**src/rtl/vx_reg_scoreboard_pkg.sv**
```systemverilog
// Shared definitions for the register scoreboard slice.
//
// Contents:
//   - Default configuration constants (regs per warp, warps per slot, payload and counter widths).
//   - log2up(): ceil(log2(n)) clamped to at least 1 bit, so a one-warp slot still gets an index.
//   - sb_entry_t: the scoreboard-relevant fields of an instruction for the default configuration,
//     packed in the same order the top module uses under its payload.

package vx_reg_scoreboard_pkg;

  localparam int unsigned DEF_NUM_REGS      = 64;
  localparam int unsigned DEF_ISSUE_RATIO   = 4;
  localparam int unsigned DEF_PAYLOADW      = 128;
  localparam int unsigned DEF_PERF_CTR_BITS = 44;

  function automatic int unsigned log2up(input int unsigned n);
    return (n > 1) ? $clog2(n) : 1;
  endfunction

  localparam int unsigned DEF_NR_W  = $clog2(DEF_NUM_REGS);
  localparam int unsigned DEF_WIS_W = log2up(DEF_ISSUE_RATIO);

  typedef struct packed {
    logic [DEF_WIS_W-1:0] wis;
    logic                 wb;
    logic [DEF_NR_W-1:0]  rd;
    logic [DEF_NR_W-1:0]  rs1;
    logic [DEF_NR_W-1:0]  rs2;
    logic [DEF_NR_W-1:0]  rs3;
  } sb_entry_t;

endpackage

```
**src/rtl/vx_reg_scoreboard_elastic_buffer.sv**
```systemverilog
// Small elastic FIFO used as the scoreboard's output stage.
//
// Ports:
//   clk, reset      clock, synchronous active-high reset (empties the buffer)
//   push            write push_data this cycle (ignored when full)
//   push_data       DATAW-bit entry
//   full            SIZE entries held; depends only on state, never on pop_ready
//   pop_ready       consumer accepts the head entry
//   pop_valid       head entry valid
//   pop_data        head entry, held stable until accepted
//
// A pushed entry becomes visible at the head one cycle later.

module vx_reg_scoreboard_elastic_buffer #(
  parameter int unsigned SIZE  = 2,
  parameter int unsigned DATAW = 8
) (
  input  logic             clk,
  input  logic             reset,
  input  logic             push,
  input  logic [DATAW-1:0] push_data,
  output logic             full,
  input  logic             pop_ready,
  output logic             pop_valid,
  output logic [DATAW-1:0] pop_data
);

  localparam int unsigned PTR_W = (SIZE > 1) ? $clog2(SIZE) : 1;
  localparam int unsigned CNT_W = $clog2(SIZE + 1);

  logic [DATAW-1:0] mem_q [SIZE];
  logic [PTR_W-1:0] wptr_q, rptr_q;
  logic [CNT_W-1:0] count_q;

  logic do_push, do_pop;

  function automatic logic [PTR_W-1:0] ptr_inc(input logic [PTR_W-1:0] p);
    return (p == PTR_W'(SIZE - 1)) ? '0 : p + PTR_W'(1);
  endfunction

  assign full      = (count_q == CNT_W'(SIZE));
  assign pop_valid = (count_q != '0);
  assign pop_data  = mem_q[rptr_q];
  assign do_push   = push && !full;
  assign do_pop    = pop_valid && pop_ready;

  // Storage carries no reset; validity is tracked by count_q alone.
  always_ff @(posedge clk) begin
    if (do_push) begin
      mem_q[wptr_q] <= push_data;
    end
  end

  always_ff @(posedge clk) begin
    if (reset) begin
      wptr_q  <= '0;
      rptr_q  <= '0;
      count_q <= '0;
    end else begin
      if (do_push) begin
        wptr_q <= ptr_inc(wptr_q);
      end
      if (do_pop) begin
        rptr_q <= ptr_inc(rptr_q);
      end
      unique case ({do_push, do_pop})
        2'b10:   count_q <= count_q + CNT_W'(1);
        2'b01:   count_q <= count_q - CNT_W'(1);
        default: count_q <= count_q;
      endcase
    end
  end

endmodule

```
**src/rtl/vx_reg_scoreboard.sv**
```systemverilog
// Per-issue-slot register hazard gate in front of operand collect.
//
// Tracks which destination registers of each warp in this slot still have a write in flight and
// holds back any instruction whose rd (when it writes) or rs1/rs2/rs3 is pending. Released
// instructions pass through a 2-entry elastic buffer to operand collect.
//
// Ports:
//   clk, reset                 clock, synchronous active-high reset
//   in_valid / in_ready        instruction handshake from the instruction buffer
//   in_wis                     warp index within the slot
//   in_wb, in_rd               instruction writes rd
//   in_rs1, in_rs2, in_rs3     source registers
//   in_payload                 opaque fields forwarded untouched
//   wb_valid, wb_wis, wb_rd    writeback beat (always accepted)
//   wb_eop                     last beat of the writeback; only this beat frees rd
//   out_valid / out_ready      handshake to operand collect
//   out_data                   {payload, wis, wb, rd, rs1, rs2, rs3}
//   perf_stalls                count of cycles with in_valid and a hazard (wraps)

module vx_reg_scoreboard
  import vx_reg_scoreboard_pkg::*;
#(
  parameter int unsigned NUM_REGS      = DEF_NUM_REGS,
  parameter int unsigned ISSUE_RATIO   = DEF_ISSUE_RATIO,
  parameter int unsigned PAYLOADW      = DEF_PAYLOADW,
  parameter int unsigned PERF_CTR_BITS = DEF_PERF_CTR_BITS,
  localparam int unsigned NR_W         = $clog2(NUM_REGS),
  localparam int unsigned WIS_W        = log2up(ISSUE_RATIO),
  localparam int unsigned OUTW         = PAYLOADW + WIS_W + 1 + 4 * NR_W
) (
  input  logic                     clk,
  input  logic                     reset,

  input  logic                     in_valid,
  output logic                     in_ready,
  input  logic [WIS_W-1:0]         in_wis,
  input  logic                     in_wb,
  input  logic [NR_W-1:0]          in_rd,
  input  logic [NR_W-1:0]          in_rs1,
  input  logic [NR_W-1:0]          in_rs2,
  input  logic [NR_W-1:0]          in_rs3,
  input  logic [PAYLOADW-1:0]      in_payload,

  input  logic                     wb_valid,
  input  logic [WIS_W-1:0]         wb_wis,
  input  logic [NR_W-1:0]          wb_rd,
  input  logic                     wb_eop,

  output logic                     out_valid,
  input  logic                     out_ready,
  output logic [OUTW-1:0]          out_data,

  output logic [PERF_CTR_BITS-1:0] perf_stalls
);

  typedef logic [ISSUE_RATIO-1:0][NUM_REGS-1:0] pend_t;

  pend_t pending_q, pending_d;
  pend_t release_mask;
  pend_t pend_eff;

  logic [PERF_CTR_BITS-1:0] perf_q;

  logic              wb_release;
  logic              hazard;
  logic              buf_full;
  logic              fire;
  logic              set_en;
  logic [OUTW-1:0]   in_entry;

  // Release decode: only the final beat of a writeback frees the register.
  assign wb_release = wb_valid && wb_eop;

  always_comb begin
    release_mask = '0;
    if (wb_release) begin
      release_mask[wb_wis][wb_rd] = 1'b1;
    end
  end

  // Bypassed view so an instruction waiting on a register can go in the same cycle it is freed.
  assign pend_eff = pending_q & ~release_mask;

  // rd is checked too (WAW) but only when the instruction actually writes it.
  assign hazard = (in_wb && pend_eff[in_wis][in_rd])
                | pend_eff[in_wis][in_rs1]
                | pend_eff[in_wis][in_rs2]
                | pend_eff[in_wis][in_rs3];

  // Deliberately independent of out_ready: buf_full is pure state.
  assign in_ready = !reset && !buf_full && !hazard;
  assign fire     = in_valid && in_ready;
  assign set_en   = fire && in_wb && (in_rd != '0);

  // The set is applied after the clear, so a new owner of a register wins over a stale release.
  // Register 0 is never marked pending.
  always_comb begin
    pending_d = pend_eff;
    if (set_en) begin
      pending_d[in_wis][in_rd] = 1'b1;
    end
  end

  always_ff @(posedge clk) begin
    if (reset) begin
      pending_q <= '0;
    end else begin
      pending_q <= pending_d;
    end
  end

  always_ff @(posedge clk) begin
    if (reset) begin
      perf_q <= '0;
    end else if (in_valid && hazard) begin
      perf_q <= perf_q + PERF_CTR_BITS'(1);
    end
  end

  assign perf_stalls = perf_q;

  assign in_entry = {in_payload, in_wis, in_wb, in_rd, in_rs1, in_rs2, in_rs3};

  vx_reg_scoreboard_elastic_buffer #(
    .SIZE  (2),
    .DATAW (OUTW)
  ) u_out_buf (
    .clk       (clk),
    .reset     (reset),
    .push      (fire),
    .push_data (in_entry),
    .full      (buf_full),
    .pop_ready (out_ready),
    .pop_valid (out_valid),
    .pop_data  (out_data)
  );

endmodule

```
**config.mk**
```make
export PLATFORM = sky130hd
export DESIGN_NAME = vx_reg_scoreboard
export DESIGN_NICKNAME = d
export VERILOG_FILES = /design/src/rtl/vx_reg_scoreboard_pkg.sv /design/src/rtl/vx_reg_scoreboard_elastic_buffer.sv /design/src/rtl/vx_reg_scoreboard.sv
export SDC_FILE = /design/constraint.sdc
export NUM_CORES = 1
export LEC_CHECK = 0
export BUFFER_PORTS_ARGS = -buffer_cell sky130_fd_sc_hd__buf_4
export CAP_MARGIN = 40
export CORE_MARGIN = 2
export CORE_UTILIZATION = 48
export DETAILED_ROUTE_END_ITERATION = 7
export PLACE_DENSITY = 0.75
export SYNTH_ARGS = -nofsm -noshare
export SYNTH_HDL_FRONTEND = slang
export SYNTH_SLANG_ARGS = --single-unit
```
**constraint.sdc**
```tcl
create_clock -name clk -period 38.4 [get_ports clk]
set_input_delay 7.68 -clock clk [delete_from_list [all_inputs] [get_ports clk]]
set_output_delay 7.68 -clock clk [all_outputs]
set_load 0.005 [all_outputs]
```
==> results of run 1 <==
cell families (layout without fill, tap and decap cells):
group,count (synthesis),count (layout),share of synthesized area [%]
other cells,0,1,0
mux,272,272,14.9
xor+xnor,24,24,0.757
simple gates,404,404,7.55
flops,615,615,55.5
fa+ha+maj,2,2,0.0901
buf+inv,216,554,3.89
compound gates,722,722,17.3
through the flow:
step | cells | setup slack (ps) | total power, µW | instance area (µm²)
finish | 3359 | 18220 | 1420 | 33200
global route | 3359 | 17970 | 1450 | 33200
CTS | 3357 | 18400 | 1420 | 33200
detailed placement | 3250 | 18400 | 853 | 31300
global placement | 3228 | 18160 | 847 | 30800
floorplan | 2255 | 19920 | 784 | 27800
final cells by class:
cell class              count  area (µm²)
flip-flops and latches    615       15400
inverters                  25        98.8
repair buffers            422        3490
clock inverters            31         309
multi-input cells        1424       11300
diodes                      1        2.50
well taps                 765         957
clock buffers              76        1620
fillers                  4528       24200
layer usage:
metal | part of all wire (%) | track usage (%) | up-vias
li1 | - | - | 9408
met1 | 38 | 36.2 | 10800
met2 | 47 | 45.7 | 1357
met3 | 11 | 7.03 | 260
met4 | 3.9 | 11.1 | 2
met5 | 0.010 | 0 | -
sequential cells by signal, summed over array words and instances, names as in the netlist, named ones only:
signal,flops
pending_q,256
perf_stalls,44
u_out_buf.count_q,2
u_out_buf.mem_q,310
u_out_buf.rptr_q,1
u_out_buf.wptr_q,1
cells in the final DEF (no fill, tap or decap), types with 13 or more instances in the layout:
master and count:
nor3_1 19, and2_1 22, o2111ai_1 14, buf_4 402, mux4_2 97, o21ai_2 20, a22oi_1 21, nand2_1 178
or3_1 14, o21ai_1 208, mux2i_1 15, edfxtp_1 310, o31ai_1 25, o211ai_1 249, nand4_1 16, dfxtp_1 304
nand3_1 21, nor2_1 44, a21oi_1 21, mux2_2 160, o21a_1 13, clkbuf_16 60, buf_16 14, o21ai_0 79
xor2_1 13, inv_1 21
worst max-delay path, stage by stage:
cell	delay (ps)
buf_4	300
xnor2_1	710
nand3_1	810
o21ai_0	740
mux4_2	340
nor3b_1	50
o41ai_1	400
nor3_1	80
or4_1	860
nor2_1	220
and2_1	150
buf_4	100
final timing paths:
check / from / endpoint / slack [ps]
max: in_wis[0] / in_ready / 18220
min: pending_q[192] / pending_q[192] / 470
max reg2reg: pending_q[241] / u_out_buf.mem_q[0][22] / 32250
min reg2reg: pending_q[192] / pending_q[192] / 470
report_power, final:
group / switching (µW) / total, µW / internal, µW
sequential: 2.16 / 699 / 697
combinational: 78.8 / 142 / 63.2
clock: 249 / 575 / 326
total: 330 / 1420 / 1090
==> flow_summary.json, run 1 <==
{
  "cts-root-buf": "clkbuf_16",
  "place_congestion": 0.982,
  "cts_sinks": 615,
  "finalSetupTns_ps": 0,
  "synth_largest_area_cell": "edfxtp_1",
  "rsz0062_at_grt": "no",
  "post-route-period-util_pct": 52.6,
  "cts_tree": "built",
  "nNetsFinal": 2718,
  "crit_required_ps": 30720,
  "layout-drive-gt1-share_pct": 31.9,
  "numPortBuffers": 369,
  "grt_overflow": 0,
  "synth.most_common_cell": "edfxtp_1",
  "path_clk_slew_ps": 60,
  "synth_common_cells": "edfxtp_1 (310), dfxtp_1 (305), o211ai_1 (249), o21ai_1 (208), nand2_1 (178)",
  "avgSynthCellArea_um2": 12.3,
  "outcome": "finished clean",
  "cp_max_fo": 35,
  "first_pass_iters": 6,
  "initial_core_util_pct": 48.3,
  "synth_ff_type": "edfxtp_1",
  "syn-instance-count": 2255,
  "slew_viol_final": 0,
  "cts_setup_buffers": 0,
  "htreeDepth": 2,
  "power_leakage_uw": 0.0110,
  "cp.arrival_ps": 12500,
  "synth-warning-count": 0,
  "ioPinCount": 370,
  "fmax_ghz": 0.0496,
  "hold_viol": 0,
  "area_growth_pct": 19.7,
  "wirelength_um": 87600,
  "max_slew_margin_pct": 34.0,
  "rows": 88,
  "final_core_util_pct": 57.8,
  "ys_types": 77,
  "coreArea_um2": 57500,
  "hold_depth": 1,
  "clock_latency_ps": 640,
  "worstMarginPinSlew_ps": 986,
  "syn_area_um2": 27800,
  "hold_path_class": "reg2reg",
  "start_kind": "input pin",
  "r2r_cells": 14,
  "setup_viol_count_final": 0,
  "grt_start_max_net_pins": 136,
  "cts_inserted_buffers": 59,
  "num_vias": 21800,
  "hold_buffers": 0,
  "grt_pass1_wl_um": 130000,
  "dp_hpwl_um": 58800,
  "synth_area_leaders": "edfxtp_1 (34%), dfxtp_1 (22%), mux4_2 (7.9%)",
  "antenna_left": 0,
  "critPathKind": "in2out",
  "viasPerCell": 6.50,
  "antenna_found_initial": 2,
  "clockBufferDepth": 3,
  "routedWlPerCell_um": 26.1,
  "die_area_um2": 59800,
  "route.detailed.drc": 0,
  "finalClockSkew_ps": 33.9,
  "drt-initial-drc-count": 2319,
  "grt_pass1_vias": 21400,
  "synth_top_area_share_pct": 33.5,
  "synth_edf_count": 310,
  "cts_resized": 0,
  "ys_seq_area_share_pct": 55.5,
  "ir_drop_mv": 0.0436,
  "syn_nets": 2426,
  "period_needed_ps": 20180,
  "drv_cap": 0,
  "grt_usage_pct": 28.2,
  "ys_ff_latch": 615,
  "async_reset_ff_share_pct": 0,
  "whs_ps": 471,
  "power_density_nw_per_um2": 42.6,
  "cp-end-kind": "primary output",
  "die_w_um": 244,
  "die_h_um": 244
}
(Power assumes the default switching activity.)
==> run 2: changes to the inputs <==
- clock period: 38.4 -> 20.7 ns (I/O delays scaled with it)
==> run 2 against run 1 <==
Sequential share of layout area hardly changed. Routed wire length decreased by 1.2%. Non-clock buffer count is 3 lower. Sequential power increased by 86%. Via count decreased by 1.1%. Hold slack lost 10 ps. Die area unchanged.
==> flow_summary.json, run 2 (synthesis gave the netlist of run 1 again) <==
{
  "outcome": "finished clean",
  "worst_path_most_repeated_cell": "buf_4",
  "wirelength_um": 86600,
  "grt_usage_pct": 28.1,
  "rsz0062_at_grt": "no",
  "worstMarginPinSlew_ps": 887,
  "cp_max_fo": 41,
  "cts_sinks": 615,
  "die_w_um": 244,
  "ioPinCount": 370,
  "period_needed_ps": 13250,
  "regMostFlops": "u_out_buf.mem_q",
  "final_common_cell": "buf_4",
  "power_density_nw_per_um2": 79.6,
  "setup_viol_count_final": 0,
  "fmax_ghz": 0.0754,
  "ir_drop_mv": 0.0681,
  "power_leakage_uw": 0.0110,
  "dp_hpwl_um": 57900,
  "grt_overflow": 0,
  "critPathKind": "in2out",
  "final_cell_mix": "buf_4 (401), edfxtp_1 (310), dfxtp_1 (304)",
  "cts-root-buf": "clkbuf_16",
  "routedWlPerCell_um": 25.7,
  "crit_chain": "buf_4 -> xnor2_1 -> nand4b_1 -> o21ai_0 -> mux2_2 -> o221ai_1 -> o41ai_1 -> nor3_1 -> or4_1 -> nor2_1 -> and2_1 -> buf_4",
  "drv_cap": 0,
  "fillCellCount": 4482,
  "coreArea_um2": 57500,
  "multi_input_area_um2": 11300,
  "antenna_left": 0,
  "start_kind": "input pin",
  "regArea_um2": 15400,
  "layout-drive-gt1-share_pct": 32.1,
  "antenna_found_initial": 2,
  "die_h_um": 244,
  "post-route-period-util_pct": 64.0,
  "largest_reg_flops": 310,
  "crit_path_max_incr_delay_ps": 890,
  "rows": 88,
  "max_slew_margin_pct": 40.6,
  "first_pass_iters": 8,
  "cp.arrival_ps": 9110,
  "grt_pass1_wl_um": 130000,
  "nNetsFinal": 2716,
  "crit_family": "simple AND/OR/NAND/NOR gates",
  "cp-end-kind": "primary output",
  "path_clk_slew_ps": 60,
  "cts_tree": "built",
  "viasPerCell": 6.42,
  "clockBufferDepth": 3,
  "drt-initial-drc-count": 2322,
  "route.detailed.drc": 0,
  "die_area_um2": 59800,
  "hold_viol": 0,
  "hold_buffers": 0,
  "finalClockSkew_ps": 21.9,
  "critPathBufInv": 2,
  "cpMaxStageDelayCell": "o21ai_0",
  "slew_viol_final": 0,
  "grt_start_max_net_pins": 111,
  "htreeDepth": 2,
  "hold_path_class": "reg2reg",
  "crit_required_ps": 16560,
  "cts_setup_buffers": 0,
  "num_vias": 21600,
  "initial_core_util_pct": 48.3,
  "numPortBuffers": 369,
  "whs_ps": 461,
  "finalSetupTns_ps": 0,
  "place_congestion": 0.992,
  "area_growth_pct": 19.8,
  "clock_latency_ps": 640,
  "cts_inserted_buffers": 60,
  "cts_resized": 0,
  "grt_pass1_vias": 21300
}
run 2: path summary, 6_finish.rpt:
kind | start | end | slack, ps | cells past startpoint
max | in_wis[0] | in_ready | 7450 | 12
min | pending_q[64] | pending_q[64] | 460 | 1
max reg2reg | pending_q[235] | u_out_buf.mem_q[0][84] | 14560 | 14
min reg2reg | pending_q[64] | pending_q[64] | 460 | 1
run 2: per-stage QoR:
stage / area [µm²] / util (%) / std cells / power [µW] / setup WS, ps
global placement: 30800 / 53.6 / 3227 / 1570 / 7590
floorplan: 27800 / - / 2255 / 1460 / 6270
detailed placement: 31300 / 54.4 / 3248 / 1580 / 7560
global route: 33300 / 57.9 / 3362 / 2720 / 7160
CTS: 33300 / 57.9 / 3361 / 2660 / 7560
finish: 33300 / 57.9 / 3362 / 2650 / 7450
run 2: per-layer routing:
| metal | vias to the layer above | share of wire [%] | global-route usage [%] |
|---|---|---|---|
| met5 | - | 0 | 0 |
| met4 | 0 | 3.4 | 10.2 |
| met3 | 218 | 11 | 7.18 |
| met2 | 1282 | 47 | 45.4 |
| met1 | 10700 | 39 | 36.5 |
| li1 | 9408 | - | - |
run 2: area by class of cell:
class | instances | share of cell area [%]
Antenna cell | 1 | 0.00753
Sequential cell | 615 | 46.4
Multi-Input combinational cell | 1424 | 34.1
Tap cell | 765 | 2.88
Clock buffer | 68 | 4.73
Timing Repair Buffer | 419 | 10.4
Clock inverter | 45 | 1.26
Inverter | 25 | 0.297
run 2: where the power goes:
| part | internal (µW) | switching, µW | leakage [µW] |
|---|---|---|---|
| Combinational | 115 | 142 | 0.00481 |
| Clock | 613 | 477 | 0.000975 |
| Sequential | 1290 | 7.22 | 0.00526 |
